File: src/rtl/sys_arr_pkg.sv
// Shared types for the systolic-array issue path: register/row types and feeder FSM states.
package sys_arr_pkg;

  localparam int DEF_VEGGIEREGS = 256;
  localparam int DEF_DATA_W     = 512;
  localparam int DEF_REG_W      = $clog2(DEF_VEGGIEREGS);

  typedef logic [DEF_DATA_W-1:0] row_t;
  typedef logic [DEF_REG_W-1:0]  reg_idx_t;

  typedef enum logic [2:0] {
    IDLE,
    REQ,
    WAIT,
    PUSH,
    TAG
  } feeder_state_t;

endpackage

File: src/rtl/gsau_operand_feeder.sv
// Streams ROWS consecutive vector registers into the SA input FIFO, then emits the destination tag.
// Optional stall counter port enabled by GSAU_FEEDER_PERF_EN.
module gsau_operand_feeder
  import sys_arr_pkg::*;
#(
  parameter int VEGGIEREGS = DEF_VEGGIEREGS,
  parameter int DATA_W     = DEF_DATA_W,
  parameter int ROWS       = 4,
  localparam int REG_W     = $clog2(VEGGIEREGS)
) (
  input  logic              CLK,
  input  logic              RST,
  input  logic              issue_valid,
  output logic              issue_ready,
  input  logic [REG_W-1:0]  issue_vs,
  input  logic [REG_W-1:0]  issue_vdst,
  output logic              rf_ren,
  output logic [REG_W-1:0]  rf_raddr,
  input  logic              rf_rvalid,
  input  logic [DATA_W-1:0] rf_rdata,
  output logic              sa_in_valid,
  output logic [DATA_W-1:0] sa_in_data,
  input  logic              sa_fifo_has_space,
  output logic              sb_nvalid,
  output logic [REG_W-1:0]  sb_nvdst,
  output logic              busy
`ifdef GSAU_FEEDER_PERF_EN
  ,
  output logic [31:0]       stall_cycles
`endif
);

  localparam int CNT_W = (ROWS > 1) ? $clog2(ROWS) : 1;
  localparam logic [CNT_W-1:0] LAST_ROW = CNT_W'(ROWS - 1);

  feeder_state_t     state_reg, state_next;
  logic [REG_W-1:0]  base_reg;
  logic [REG_W-1:0]  dst_reg;
  logic [REG_W-1:0]  tag_reg;
  logic [CNT_W-1:0]  row_cnt_reg;
  logic [DATA_W-1:0] data_reg;
  logic              xfer;

  assign xfer = (state_reg == PUSH) && sa_fifo_has_space;

  always_comb begin
    state_next = state_reg;
    case (state_reg)
      IDLE: if (issue_valid) state_next = REQ;
      REQ:  state_next = WAIT;
      WAIT: if (rf_rvalid) state_next = PUSH;
      PUSH: if (sa_fifo_has_space) state_next = (row_cnt_reg == LAST_ROW) ? TAG : REQ;
      TAG:  state_next = IDLE;
      default: state_next = IDLE;
    endcase
  end

  // Read data is only captured in WAIT; stray rf_rvalid in other states is dropped.
  always_ff @(posedge CLK) begin
    if (RST) begin
      state_reg   <= IDLE;
      base_reg    <= '0;
      dst_reg     <= '0;
      tag_reg     <= '0;
      row_cnt_reg <= '0;
      data_reg    <= '0;
    end else begin
      state_reg <= state_next;
      if (state_reg == IDLE && issue_valid) begin
        base_reg    <= issue_vs;
        dst_reg     <= issue_vdst;
        row_cnt_reg <= '0;
      end
      if (state_reg == WAIT && rf_rvalid) data_reg <= rf_rdata;
      if (xfer) begin
        if (row_cnt_reg == LAST_ROW) tag_reg <= dst_reg;
        else row_cnt_reg <= row_cnt_reg + 1'b1;
      end
    end
  end

  assign issue_ready = (state_reg == IDLE);
  assign busy        = (state_reg != IDLE);
  assign rf_ren      = (state_reg == REQ);
  assign rf_raddr    = (state_reg == REQ) ? base_reg + REG_W'(row_cnt_reg) : '0;
  assign sa_in_valid = (state_reg == PUSH);
  assign sa_in_data  = data_reg;
  assign sb_nvalid   = (state_reg == TAG);
  assign sb_nvdst    = tag_reg;

`ifdef GSAU_FEEDER_PERF_EN
  logic [31:0] stall_cnt_reg;

  always_ff @(posedge CLK) begin
    if (RST) stall_cnt_reg <= '0;
    else if (state_reg == PUSH && !sa_fifo_has_space && stall_cnt_reg != '1)
      stall_cnt_reg <= stall_cnt_reg + 32'd1;
  end

  assign stall_cycles = stall_cnt_reg;
`endif

endmodule

File: config.mk
export PLATFORM = sky130hd
export DESIGN_NAME = gsau_operand_feeder
export DESIGN_NICKNAME = d
export VERILOG_FILES = /design/src/rtl/sys_arr_pkg.sv /design/src/rtl/gsau_operand_feeder.sv
export SDC_FILE = /design/constraint.sdc
export NUM_CORES = 1
export LEC_CHECK = 0
export ABC_AREA = 0
export CAP_MARGIN = 10
export CORE_AREA = 2 2 414 416
export DETAILED_ROUTE_END_ITERATION = 10
export DIE_AREA = 0 0 416 418
export HOLD_SLACK_MARGIN = 0.15
export PLACE_DENSITY = 0.32
export SLEW_MARGIN = 0
export SYNTH_ARGS = -nofsm -noshare
export SYNTH_HDL_FRONTEND = slang
export SYNTH_SLANG_ARGS = --single-unit
export TNS_END_PERCENT = 50
File: constraint.sdc
create_clock -name CLK -period 2.35 [get_ports CLK]
set_clock_uncertainty 0.05 [all_clocks]
set_input_delay 0.47 -clock CLK [delete_from_list [all_inputs] [get_ports CLK]]
set_output_delay 0.47 -clock CLK [all_outputs]
set_load 0.1 [all_outputs]
**After elaboration in Yosys (flattened, before gate mapping)**

Cells that the tools add are included.

- Reductions and logical operators: 7
- Eq/ne operators: 8
- Shift-type cells: 0
- Multiplexer cells: 9
- Add/sub/neg operators: 2
- $mul: 0
- Div/mod/pow operators: 0
- Bitwise gates (word level): 0
- $lt $le $gt $ge: 0

Operator list:

| cell | count |
|---|---|
| 3-bit two-way mux | 4 |
| 3-bit case mux with 4 select lines | 1 |
| 8-bit by 2-bit adder with 8-bit output | 1 |
| 8-bit two-way mux | 1 |
| 3-bit by 2-bit == test with 1-bit output (second input constant) | 2 |
| 2-bit two-way mux | 3 |
| 2-bit != test (second input constant) | 2 |
| 3-bit by 1-bit == test with 1-bit output (second input constant) | 1 |
| 3-bit == test (second input constant) | 1 |
| 1-bit logical AND | 3 |
| 3-bit zero test | 1 |
| 3-bit AND reduction | 1 |
| 3-bit nonzero test | 1 |
| 2-bit by 1-bit adder with 2-bit output (second input constant) | 1 |
| 2-bit == test (second input constant) | 1 |
| 2-bit by 1-bit != test with 1-bit output (second input constant) | 1 |
| 2-bit AND reduction | 1 |

- Memories: 0
- Bits in latches: 0
- Flip-flop bits (word level): 541
- Word-level logic and storage cells: 32
- Output and inout bits: 533
- Input bits: 533
- Memory bits (read-only): 0
- Bits in writable memories: 0

**Logic depth before layout (Yosys ltp)**

Gate-level depths: netlist (run 1).

- Depth in word-level cells: 5
- Depth in mapped cells: 7
- Gate-level depth less buffers: 5

**Worst setup path before layout (run 1)**

Ideal clock, no wire load.

- Path kind: register to output
- Start: reg state_reg[1]
- End: out busy
- Cell stages (with the launch flop): 4
- Data required time: 1.830 ns
- Path buffers: 1
- Path slack: -2.014 ns
- Arrival: 3.844 ns
- Path through: dfxtp_1 -> buf_2 -> nor3_1 -> inv_1

- Word-level cells in the longest chain between the ends: 1

RTL lines:

| element | line | text |
|---|---|---|
| start, declared | gsau_operand_feeder.sv:36 | `feeder_state_t state_reg, state_next;` |
| start signal, assigned | gsau_operand_feeder.sv:68 | `state_reg <= state_next;` |
| 3-bit nonzero test | gsau_operand_feeder.sv:83 | `assign busy = (state_reg != IDLE);` |
| end, declared | gsau_operand_feeder.sv:26 | `output logic busy` |

No other way between the ends.

**Worst setup path after layout (run 1)**

- Start: reg row_cnt_reg[0]
- End: out rf_raddr[7]

- Word-level cells in the longest chain between the ends: 2

RTL lines:

| element | line | text |
|---|---|---|
| start, declared | gsau_operand_feeder.sv:40 | `logic [CNT_W-1:0] row_cnt_reg;` |
| start signal, assigned | gsau_operand_feeder.sv:77 | `else row_cnt_reg <= row_cnt_reg + 1'b1;` |
| 8-bit by 2-bit adder with 8-bit output | gsau_operand_feeder.sv:85 | `assign rf_raddr = (state_reg == REQ) ? base_reg + REG_W'(row_cnt_reg) : '0;` |
| 8-bit two-way mux | gsau_operand_feeder.sv:85 |  |
| end, declared | gsau_operand_feeder.sv:18 | `output logic [REG_W-1:0] rf_raddr,` |

No other way between the ends.

==> out/qor.txt, run 1 <==
drt initial violations: 1,006
vias in the first global route: 19,940
post-DR wirelength/cell: 21.96 um
Root Driver: clkbuf_16
min-delay worst type: primary input to flop
Layout area overhead: 80.75%
Hold WS: 0.2990 ns
R2R setup slack: 0.56 ns
share of the synthesized area in the top cell type: 57.06%
initial antenna violation count: 32
Reg-to-Reg End: sa_in_data[103]$_SDFFE_PP0P_
Site Rows: 151
CP Max Fanout: 6
placer congestion estimate: 0.8613
fmax: 363.6 MHz
syn_area_per_cell: 7.939 um2
dominant cell type by area after synthesis: dfxtp_1
Die Area: 173,900 um2
Final Max Slew Viols: 0
Tcrit/Tclk final: 117.0%
slew at the pin closest to its max-slew limit: 0.5559 ns
HPWL after detailed placement: 100,600 um
CTS tree: built
# port buffers: 1,065
register area share after synthesis: 57.06%
layout cells sized above 1: 22.56%
CP Capture Point: rf_raddr[7]
min cycle time layout: 2.751 ns
total power: 27.18 mW
top_reg_cell synth: dfxtp_1
Unique masters post-synth: 37
Mapped Cells: 2,391
Max-Cap Viols: 0
CTS HTree Levels: 3
Data required, critical path: 1.83 ns
FF-to-FF Start: state_reg[2]$_SDFFE_PP0P_
Fin. Hold Viols: 0
syn nets: 2,928
slew margin rel.: 62.71%
antenna viol nets, final: 0
async set-reset flop share out of synthesis: 0%
vias: 20,380
Die H: 418 um
post-layout net count: 4,006
RSZ-0062 raised after global routing: true
crit path kind: flop to output pin
Initial Utilization: 11.23%
Congestion Overflow GR: 0
Critical path origin: row_cnt_reg[0]$_SDFF_PP0_
Pleak: 12.83 nW
crit path DAT: 2.23 ns
outcome: finished with violations
worst-skew pair later-pin latency: 0.66 ns
element type at the critical path end: output pin
I/O Pins: 1,066
Post-synth EDFFs: 0
dominant cell by count in the synthesized netlist: nand2_1
total CTS buffers: 77
TritonCTS Sinks: 541
GRT Total Usage: 13.84%
Synth Register Bits: 541
power density over the cells: 792.3 nW/um2
Synth area leaders: dfxtp_1 (57%), nand2_1 (21%), a21oi_1 (14%)
largest net degree at the start of global routing: 80
synth cell count leaders: nand2_1 (1,076), dfxtp_1 (541), a21oi_1 (535), clkbuf_1 (63), buf_2 (61)
Worst setup SP type: flop
first-pass GRT wire length: 168,500 um
endpoints failing setup: 7
Worst IR Drop VDD: 435.2 uV
max reg flops: 512
R2R depth: 6
Reg clk slew, reported paths: 0.06 ns
Die W: 416 um
Residual DRC: 0
total wire length: 126,100 um
Finished Core Util: 20.29%
DR pass1 iterations: 5
average vias per placed instance: 3.549
worst setup margin: -0.4006 ns
core area: 169,100 um2
mapped cell area: 18,980 um2
YS warnings: 0
failing checks: setup timing
clock buffer depth: 3
## per-layer routing
layer	wire, um	up-vias	global-route usage, %
li1	-	9874	-
met1	49550	9756	15.64
met2	65140	565	24.81
met3	8707	173	4.764
met4	2644	12	3.205
met5	70	-	0
## worst min-delay path by stage
stage	from	to	cells after the start
global placement	sa_in_data[231]$_SDFFE_PP0P_	sa_in_data[231]$_SDFFE_PP0P_	2
detailed placement	sa_in_data[231]$_SDFFE_PP0P_	sa_in_data[231]$_SDFFE_PP0P_	2
finish	rf_rdata[300]	sa_in_data[300]$_SDFFE_PP0P_	3
floorplan	dst_reg[0]$_SDFFE_PP0P_	dst_reg[0]$_SDFFE_PP0P_	2
global route	rf_rdata[319]	sa_in_data[319]$_SDFFE_PP0P_	3
CTS	rf_rdata[264]	sa_in_data[264]$_SDFFE_PP0P_	3
## critical path, stage by stage, from the launching register on
cell,delay [ns]
dfxtp_2,0.35
ha_4,0.17
buf_6,0.10
a21oi_4,0.07
or4_4,0.50
a21oi_4,0.18
buf_12,0.19
## cells by family after synthesis
logic type / after synthesis / synth area share, %
simple gates: 1102 / 22.25
compound gates: 547 / 14.55
flops: 541 / 57.06
buf+inv: 186 / 5.267
mux: 9 / 0.4746
fa+ha+maj: 4 / 0.3032
xor+xnor: 2 / 0.09230
## area by class of cell
| class | count | area, um2 |
|---|---|---|
| clock buffers | 112 | 2222 |
| inverters | 5 | 21.27 |
| fillers | 19000 | 134800 |
| repair buffers | 1180 | 10870 |
| clock inverters | 18 | 234.0 |
| multi-input cells | 1664 | 7323 |
| diodes | 4 | 10.01 |
| well taps | 2218 | 2775 |
| flip-flops and latches | 541 | 10850 |
## cells in the final DEF (no fill, tap or decap), drive strengths merged, types with 2 or more instances in the layout
cell type	n
a21oi	535
buf	648
inv	8
clkdlybuf4s50	531
nor2	5
nand2	1076
diode	4
o31ai	2
dfxtp	541
o21ai	5
bufinv	4
mux2i	9
or3	3
or4	2
clkinv	10
clkbuf	112
and2	3
ha	3
nand3	2
## where the power goes
part | leakage [nW] | switching, mW | internal, mW
Clock | 1.20 | 4.72 | 6.98
Sequential | 4.39 | 0.247 | 9.54
Combinational | 7.24 | 3.96 | 1.74
Total | 12.8 | 8.92 | 18.3
## per-stage QoR
stage	TNS [ns]	worst slack (ns)	cell area, um2	cells
4_1_cts	-3.366	-0.5434	34250	5735
6_report	-2.431	-0.4006	34310	5742
2_1_floorplan	-3.592	-0.7714	19030	2391
3_5_place_dp	-3.028	-0.06029	31660	5603
3_3_place_gp	-0.4541	-0.02844	31660	5603
5_1_grt	-3.307	-0.5313	34300	5740
## repair_timing
item                                    CTS  global route
pin swaps                                11             6
resized for setup                        36             8
setup buffers                             1             3
hold endpoints to repair                 31             0
hold buffers                              1             0
endpoints found under the setup margin   11            10
cloned                                    0             0
Power figures use the tool's default switching activity.
==> run 2: changes to the inputs <==
--- a/config.mk
+++ b/config.mk
@@ -7,9 +7,10 @@
 export LEC_CHECK = 0
 export ABC_AREA = 0
 export CAP_MARGIN = 10
-export CORE_AREA = 2 2 414 416
+export CORE_AREA = 2 2 411 413
 export DETAILED_ROUTE_END_ITERATION = 10
-export DIE_AREA = 0 0 416 418
+export DIE_AREA = 0 0 413 415
+export GPL_TIMING_DRIVEN = 0
 export HOLD_SLACK_MARGIN = 0.15
 export PLACE_DENSITY = 0.32
 export SLEW_MARGIN = 0
==> constraint.sdc (replaced) <==
create_clock -name CLK -period 3.4 [get_ports CLK]
set_clock_uncertainty 0.05 [all_clocks]
set_input_delay 0.68 -clock CLK [delete_from_list [all_inputs] [get_ports CLK]]
set_output_delay 0.68 -clock CLK [all_outputs]
set_load 0.005 [all_outputs]
==> out/qor.txt, run 2 (synthesis results as in run 1) <==
outcome: completed
Flop pwr share: 39.5% (+3.5 points)
DR pass1 iterations: 5 (unchanged)
Reg-to-Reg End: sa_in_data[383]$_SDFFE_PP0P_
antenna viol nets, final: 0 (unchanged)
Tcrit/Tclk final: 94.83%
first-pass GRT wire length: 168,300 um (-0.12%)
Congestion Overflow GR: 0 (unchanged)
FF+latch area: 10,830 um2 (-0.20%)
post-DR wirelength/cell: 21.54 um (-1.9%)
core area: 166,700 um2 (-1.4%)
Max-Cap Viols: 0 (unchanged)
worst-skew pair later-pin latency: 0.66 ns (about the same)
CP Max Fanout: 4 (-2)
Die H: 415 um (-0.72%)
worst setup margin: 0.1758 ns (+0.5764 ns)
Die Area: 171,400 um2 (-1.4%)
start point of the worst hold path: sa_in_data[366]$_SDFFE_PP0P_
total CTS buffers: 77 (unchanged)
combinational share of power: 13.2% (-7.7 points)
most frequent cells in the layout: nand2_1 (1,076), clkdlybuf4s50_1 (1,062), dfxtp_1 (540)
clock buffer depth: 3 (unchanged)
fmax: 310.2 MHz
dpl cells: 5,660 (+1.0%)
largest net degree at the start of global routing: 11 (-86%)
placed standard-cell area: 32,400 um2 (+2.3%)
FF-to-FF Start: state_reg[2]$_SDFFE_PP0P_
vias: 20,380 (unchanged)
crit path DAT: 2.49 ns (+0.26 ns)
CTS HTree Levels: 3 (unchanged)
layout cells sized above 1: 6.626% (-16 points)
Layout area overhead: 83.92%
I/O Pins: 1,066 (unchanged)
# port buffers: 1,065 (unchanged)
CTS tree: built
HPWL after detailed placement: 101,200 um (+0.64%)
Layout Cells excl Fill: 5,806 (+1.1%)
power density over the cells: 489.0 nW/um2 (-38%)
slew margin rel.: 26.16% (-37 points)
max reg flops: 512 (unchanged)
post-layout net count: 4,072 (+1.6%)
initial antenna violation count: 20 (-38%)
min-delay worst type: flop to flop
worst hold path depth: 2 (-1)
Worst setup SP type: flop
Hold WS: 0.4007 ns (+0.1017 ns)
TritonCTS Sinks: 541 (unchanged)
Reg clk slew, reported paths: 0.06 ns (about the same)
GRT Total Usage: 14.02% (+0.18 points)
Int Power: 12.56 mW (-31%)
slew at the pin closest to its max-slew limit: 1.108 ns (+0.5517 ns)
switching share of power: 26.43% (-6.4 points)
area occupied by multi-input gates: 7172 um2 (-2.1%)
Pleak: 11.54 nW (-10%)
Sw Pwr: 4.511 mW (-49%)
most common cell after layout, fill and taps aside: nand2_1
hold path endpoint: sa_in_data[366]$_SDFFE_PP0P_
R2R depth: 7 (+1)
Residual DRC: 0 (unchanged)
vias in the first global route: 20,350 (+2.1%)
min cycle time layout: 3.224 ns
Die W: 413 um (-0.72%)
clock network fraction of design power: 47.3% (+4.3 points)
Final Max Slew Viols: 0 (unchanged)
Place WS: -0.5219 ns (-0.4616 ns)
Data required, critical path: 2.67 ns (+0.84 ns)
element type at the critical path end: output pin
Site Rows: 150 (-0.66%)
endpoints failing setup: 0 (-7)
Initial Utilization: 11.39% (+0.16 points)
Fin. Hold Viols: 0 (unchanged)
R2R setup slack: 0.97 ns (+0.41 ns)
fin area: 34,910 um2 (+1.8%)
cts-stage hold buffer count: 0 (-1)
RSZ-0062 raised after global routing: false
drt initial violations: 877 (-13%)
average vias per placed instance: 3.510 (-1.1%)
Worst IR Drop VDD: 290.5 uV (-33%)
placer congestion estimate: 0.8529 (-0.98%)
crit path kind: flop to output pin
Root Driver: clkbuf_16
Fill cells: 18,810 (-1.0%)
total wire length: 125,000 um (-0.86%)
total setup buffers inserted after CTS: 0 (-1)
## run 2: timing repair
action,4_1_cts,5_1_grt
setup endpoints to repair,3,2
gates resized for setup,3,6
gates cloned,0,0
pin swaps,0,2
## run 2: critical path, cell delays in order (launching register included)
cell and delay [ns]:
dfxtp_2 0.34, ha_2 0.22, fa_2 0.39, nand3_1 0.11, xor2_1 0.07, nor2_1 0.15
clkdlybuf4s50_1 0.54
## run 2: layout make-up
| cell class | instances | share of cell area (%) |
|---|---|---|
| flip-flops and latches | 541 | 31.03 |
| repair buffers | 1065 | 30.53 |
| multi-input cells | 1664 | 20.54 |
| well taps | 2204 | 7.899 |
| clock buffers | 119 | 6.551 |
| plain buffers | 181 | 2.813 |
| clock inverters | 17 | 0.5089 |
| diodes | 10 | 0.07168 |
| inverters | 5 | 0.05376 |
## run 2: worst max path at each step
| stage | start | end | slack [ns] | cells after the start |
|---|---|---|---|---|
| after floorplan | row_cnt_reg[1]$_SDFF_PP0_ | rf_raddr[7] | 1.33 | 4 |
| after global placement | RST | sa_in_data[341]$_SDFFE_PP0P_ | -1.06 | 5 |
| after detailed placement | RST | sa_in_data[474]$_SDFFE_PP0P_ | -0.52 | 5 |
| after CTS | row_cnt_reg[0]$_SDFF_PP0_ | rf_raddr[6] | -0.08 | 6 |
| after global routing | row_cnt_reg[0]$_SDFF_PP0_ | rf_raddr[4] | 0.006 | 6 |
| final | row_cnt_reg[0]$_SDFF_PP0_ | rf_raddr[4] | 0.18 | 6 |
## run 2: per-stage QoR
stage	TNS [ns]	util (%)	power, mW
after global placement	-302.83	19.44	9.181
after floorplan	0	-	7.526
after global routing	0	20.94	17.87
after CTS	-0.07984	20.92	17.52
final	0	20.95	17.07
after detailed placement	-84.85	19.44	9.176
## run 2: power by group through the flow
stage	Sequential [mW]	Combinational (mW)	Clock [mW]
after floorplan	6.87	0.653	0
after global placement	6.88	2.30	0
after detailed placement	6.88	2.29	0
after CTS	6.75	2.31	8.47
after global routing	6.77	2.44	8.66
final	6.75	2.25	8.08
## run 2: routing by layer
metal	GRT usage (%)	vias to the layer above	wire, um	part of all wire (%)
met5	0	-	115	0.092
met4	2.940	18	2224	1.8
met3	4.195	128	8258	6.6
met2	25.15	602	63550	51
met1	16.24	9598	50880	41
li1	-	10030	-	-
